### config.mk
export PLATFORM = sky130hd
export DESIGN_NAME = mdu_iter
export DESIGN_NICKNAME = d
export VERILOG_FILES = /design/src/rtl/mdu_iter.sv
export SDC_FILE = /design/constraint.sdc
export NUM_CORES = 2
export LEC_CHECK = 0
export CAP_MARGIN = 20
export CORE_UTILIZATION = 45
export DETAILED_ROUTE_END_ITERATION = 10
export SYNTH_ARGS = -nofsm -noshare
export SYNTH_HDL_FRONTEND = slang
export SYNTH_SLANG_ARGS = --single-unit
### constraint.sdc
create_clock -name clk -period 12.9 [get_ports clk]
set_input_delay 2.58 -clock clk [delete_from_list [all_inputs] [get_ports clk]]
set_output_delay 2.58 -clock clk [all_outputs]
set_load 0.01 [all_outputs]
### src/rtl/mdu_iter.sv
// mdu_iter: handshaked multiply/divide unit with HI/LO, pipelined multiply and radix-2 restoring divide
module mdu_iter #(
  parameter int WIDTH      = 32,
  parameter int MUL_STAGES = 2
) (
  input  logic             clk,
  input  logic             reset,
  input  logic             req_valid,
  output logic             req_ready,
  input  logic [2:0]       req_op,
  input  logic [WIDTH-1:0] req_src1,
  input  logic [WIDTH-1:0] req_src2,
  input  logic             cancel,
  output logic             busy,
  output logic             done,
  output logic [WIDTH-1:0] hi,
  output logic [WIDTH-1:0] lo
);
  localparam int CW = $clog2(WIDTH);
  typedef enum logic [1:0] {IDLE, MUL, DIV, FIX} state_t;
  state_t state, nxt;
  logic [CW-1:0] cnt;
  logic [WIDTH-1:0] rem, quot, dvs, abs1, abs2;
  logic [WIDTH:0] shifted, diff;
  logic [2*WIDTH-1:0] prod;
  logic [2*WIDTH-1:0] pipe [MUL_STAGES];
  logic q_neg, r_neg, accept, is_mul, is_div, sgn, dz, last_mul;
  assign req_ready = state == IDLE;
  assign busy      = state != IDLE;
  assign accept    = req_valid && req_ready && !cancel;
  assign is_mul    = req_op[2:1] == 2'b00;
  assign is_div    = req_op[2:1] == 2'b01;
  assign sgn       = !req_op[0];
  assign dz        = req_src2 == '0;
  assign abs1      = (sgn && req_src1[WIDTH-1]) ? -req_src1 : req_src1;
  assign abs2      = (sgn && req_src2[WIDTH-1]) ? -req_src2 : req_src2;
  assign prod      = {{WIDTH{sgn & req_src1[WIDTH-1]}}, req_src1} * {{WIDTH{sgn & req_src2[WIDTH-1]}}, req_src2};
  assign shifted   = {rem, quot[WIDTH-1]};
  assign diff      = shifted - {1'b0, dvs};
  assign last_mul  = state == MUL && cnt == CW'(MUL_STAGES - 1);
  // state register
  always_ff @(posedge clk)
    if (reset) state <= IDLE;
    else state <= nxt;
  // next state: cancel wins over everything once an operation is in flight
  always_comb begin
    nxt = state;
    if (cancel && state != IDLE) nxt = IDLE;
    else if (accept && is_mul) nxt = MUL;
    else if (accept && is_div) nxt = DIV;
    else if (last_mul || state == FIX) nxt = IDLE;
    else if (state == DIV && cnt == '0) nxt = FIX;
  end
  // datapath: product pipeline, divider iteration, HI/LO commits
  always_ff @(posedge clk)
    if (reset) begin
      done <= 1'b0;
      hi <= '0;
      lo <= '0;
      cnt <= '0;
      rem <= '0;
      quot <= '0;
      dvs <= '0;
      q_neg <= 1'b0;
      r_neg <= 1'b0;
      for (int i = 0; i < MUL_STAGES; i++) pipe[i] <= '0;
    end else begin
      done <= (last_mul || state == FIX) && !cancel;
      for (int i = 1; i < MUL_STAGES; i++) pipe[i] <= pipe[i-1];
      if (state == MUL) cnt <= cnt + 1'b1;
      if (state == DIV) begin
        rem <= diff[WIDTH] ? shifted[WIDTH-1:0] : diff[WIDTH-1:0];
        quot <= {quot[WIDTH-2:0], !diff[WIDTH]};
        cnt <= cnt - 1'b1;
      end
      if (accept && is_mul) begin
        pipe[0] <= prod;
        cnt <= '0;
      end
      if (accept && is_div) begin
        quot <= dz ? req_src1 : abs1;
        dvs <= abs2;
        rem <= '0;
        cnt <= CW'(WIDTH - 1);
        q_neg <= sgn && !dz && (req_src1[WIDTH-1] ^ req_src2[WIDTH-1]);
        r_neg <= sgn && !dz && req_src1[WIDTH-1];
      end
      if (accept && req_op == 3'b100) hi <= req_src1;
      if (accept && req_op == 3'b101) lo <= req_src1;
      if (last_mul && !cancel) {hi, lo} <= pipe[MUL_STAGES-1];
      if (state == FIX && !cancel) begin
        hi <= r_neg ? -rem : rem;
        lo <= q_neg ? -quot : quot;
      end
    end
endmodule
==> metrics.md <==
| Metric | Value |
|---|---|
| Register area share after synthesis | 0.133 |
| Cell variety after synth | 67 |
| Setup Skew | 37.8 ps |
| Total global routing overflow | 0 |
| Core Area | 120000 um^2 |
| Post-DR vias/cell | 5.38 |
| Root Driver | clkbuf_16 |
| Post-detailed-routing wire length | 162 mm |
| Reg clk slew, reported paths | 70 ps |
| Relative slew slack | 0.240 |
| Worst path slowest cell | a2111oi_0 |
| Area delta synth->final | 7.14% |
| CTS sink cnt | 298 |
| Initial DRC Count | 3022 |
| Fin crit period | 11240 ps |
| Starting density of the core | 0.454 |
| PostCTS Resize Cnt | 0 |
| CP required | 13220 ps |
| Number of global-route vias before repair | between 40k and 50k |
| Global-route wire length before repair | 255 mm |
| Synthesized area | between 50000 and 60000 um^2 |
| DRC Markers | 0 |
| Io pins | about 140 |
| H-tree depth | 1 |
| Top post-synthesis cells by area | fa_1, inv_1, edfxtp_1, dfxtp_1, nand2_1 |
| Max stage delay on crit path | ~790 ps |
| CP most frequent cell | fa_1 |
| DRT Pass-1 Iters | 6 |
| Post-CTS Repair Setup Buffers | 0 |
| RSZ-0062 raised after global routing | no |
| Detail Route Antenna Nets | 0 |
| EDFF count, synth | 128 |
| Die Footprint | 122000 um^2 |
| FF+latch count, synth | 298 |
| Worst EP arrival | 11560 ps |
| Routability cong. | around 0.95 |
| Max Clock Freq | 89.0 MHz |
| Worst slew pin tran | 1130 ps |
| # port buffers | around 140 |
| Ys Warns | 0 |
| Synthesized area per cell | 8.97 um^2 |
| Clk_lat worst skew | approximately 600 ps |
| Post-synth top area cell | fa_1 |
| Die Wd | 350 um |
| Fin crit share | 0.871 |
| Layout cells sized above 1 | 0.0375 |
| Worst setup path category | primary input to register |
| Initial antenna violation count | 12 |
| Slew Limit Fails | 0 |
| CTS tree | done |
| Max clock buf depth | 3 |
| Status | complete, no violations |
| Total GRT Usage | 0.272 |
| Routed WL per cell | 21.2 um |
| Vias | between 40k and 50k |
| Post-Synthesis Cells | between 6k and 7k |
| CP endpoint kind | register |
| Asr flop ratio synth | 0 |
| Share of the synthesized area in the top cell type | 0.415 |
| CP Launch Type | primary input |
| CTS buffer count | 31 |
| Post-cts hold buffer count | 0 |
| Setup Viol. Count Final | 0 |
| Max-cap violations | 0 |
| Setup TNS | 0 ps |
| Crit Path Max Fanout | 24 |
| Largest net degree at the start of global routing | roughly 170 |
| Final HPWL DP | 129 mm |
| Ys flop type | dfxtp_1 |
| Final hold viol count | 0 |
| Hold/Removal Path Class | register to register |
| Row count | between 100 and 150 |
| Die extent in y | ~350 um |
| Fin nets | 7444 |
-- cells by family after synthesis --
group	Yosys count	share of synthesized area
flip-flops	298	0.133
buffers and inverters	1575	0.109
XOR/XNOR	222	0.0358
other	1	0.0000690
adder cells (fa/ha/maj)	1379	0.473
AO/OA/AOI/OAI	730	0.0867
AND/OR/NAND/NOR	1829	0.158
multiplexers	25	0.00460
-- flip-flops by register name (all words and copies together) (netlist names) --
name	flops
cnt	5
done	1
pipe	128
lo	32
q_neg	1
rem	32
state	2
quot	32
dvs	32
hi	32
r_neg	1
-- metal layers --
layer  up-vias  track usage  part of all wire
li1      18300            -                 -
met1     21200        0.376              0.43
met2      1386        0.451              0.47
met3       220       0.0340             0.071
met4         2       0.0686             0.028
met5         -            0          0.000074
-- area by class of cell --
cell class / instances / area [um^2]
Antenna cell: 6 / 15.0
Timing Repair Buffer: 239 / 2040
Clock inverter: 20 / 206
Sequential cell: 298 / 7250
Inverter: 1175 / 4410
Multi-Input combinational cell: 4249 / 41500
Tap cell: 1612 / 2020
Fill cell: 11500 / 61600
Clock buffer: 38 / 813
-- synth_stat cells, types with 11 or more instances --
library cell and count:
a211oi_1 129, a21o_1 47, a21oi_1 237, a22oi_1 31
a311oi_1 25, a31oi_1 15, and2_1 387, and3_1 15
buf_1 45, clkbuf_1 351, dfxtp_1 170, edfxtp_1 128
fa_1 1126, ha_1 253, inv_1 1174, mux2i_1 25
nand2_1 876, nand2b_1 22, nand3_1 36, nand4_1 24
nor2_1 268, nor2b_1 85, nor3_1 37, nor4_1 11
o211ai_1 12, o21a_1 13, o21ai_0 109, o31ai_1 44
o41ai_1 15, or2_2 11, or3_1 21, or4_1 16
xnor2_1 132, xor2_1 90
-- metrics by stage --
step | util | hold slack, ps | setup slack (ps) | area, um^2 | std cells
detailed placement | 0.477 | 452 | 1150 | 57100 | 7570
finish | 0.486 | 461 | 1660 | 58200 | 7637
floorplan | - | 432 | 2140 | 54600 | 6122
global route | 0.486 | 474 | 1160 | 58200 | 7633
global placement | 0.477 | 443 | 1200 | 57100 | 7569
CTS | 0.485 | 459 | 1640 | 58200 | 7628
-- critical path: cells and delay by family --
kind            cells  cell delay, ps
fa+ha+maj           9            4630
compound gates      7            1960
buf+inv             8            1580
simple gates        4             560
xor+xnor            1             180
-- placed cells by master (no fill, tap or decap), drive strengths merged, types with 8 or more instances in the layout --
cell	count
nor4	11
clkinv	8
o31ai	44
dfxtp	170
nand3	36
clkdlybuf4s50	101
o21ai	111
or4	19
nor2	268
a21o	47
and3	15
ha	253
edfxtp	128
or3	23
nand2	876
conb	64
xnor2	132
a21oi	237
or2	11
nand2b	22
and2	387
buf	134
inv	1178
a31oi	15
nor2b	85
fa	1126
xor2	90
o211ai	12
o41ai	16
clkbuf	42
o21a	13
a311oi	25
a211oi	129
mux2i	25
nor3	38
nand4	25
a22oi	31
-- path summary, 6_finish.rpt --
path / startpoint / end / slack [ps] / depth (start not counted)
worst max-delay path: req_op[0] / pipe[0][61]$_SDFFCE_PN0P_ / 1660 / 29
worst min-delay path: dvs[19]$_SDFFE_PP0P_ / dvs[19]$_SDFFE_PP0P_ / 460 / 2
worst max register to register: quot[31]$_SDFFE_PP0P_ / rem[23]$_SDFFE_PP0P_ / 8800 / 13
worst min register to register: dvs[19]$_SDFFE_PP0P_ / dvs[19]$_SDFFE_PP0P_ / 460 / 2
Power is left out: the tool's default activity adds up to more than one toggle a clock period on the data nets, which glitch-free logic cannot reach.
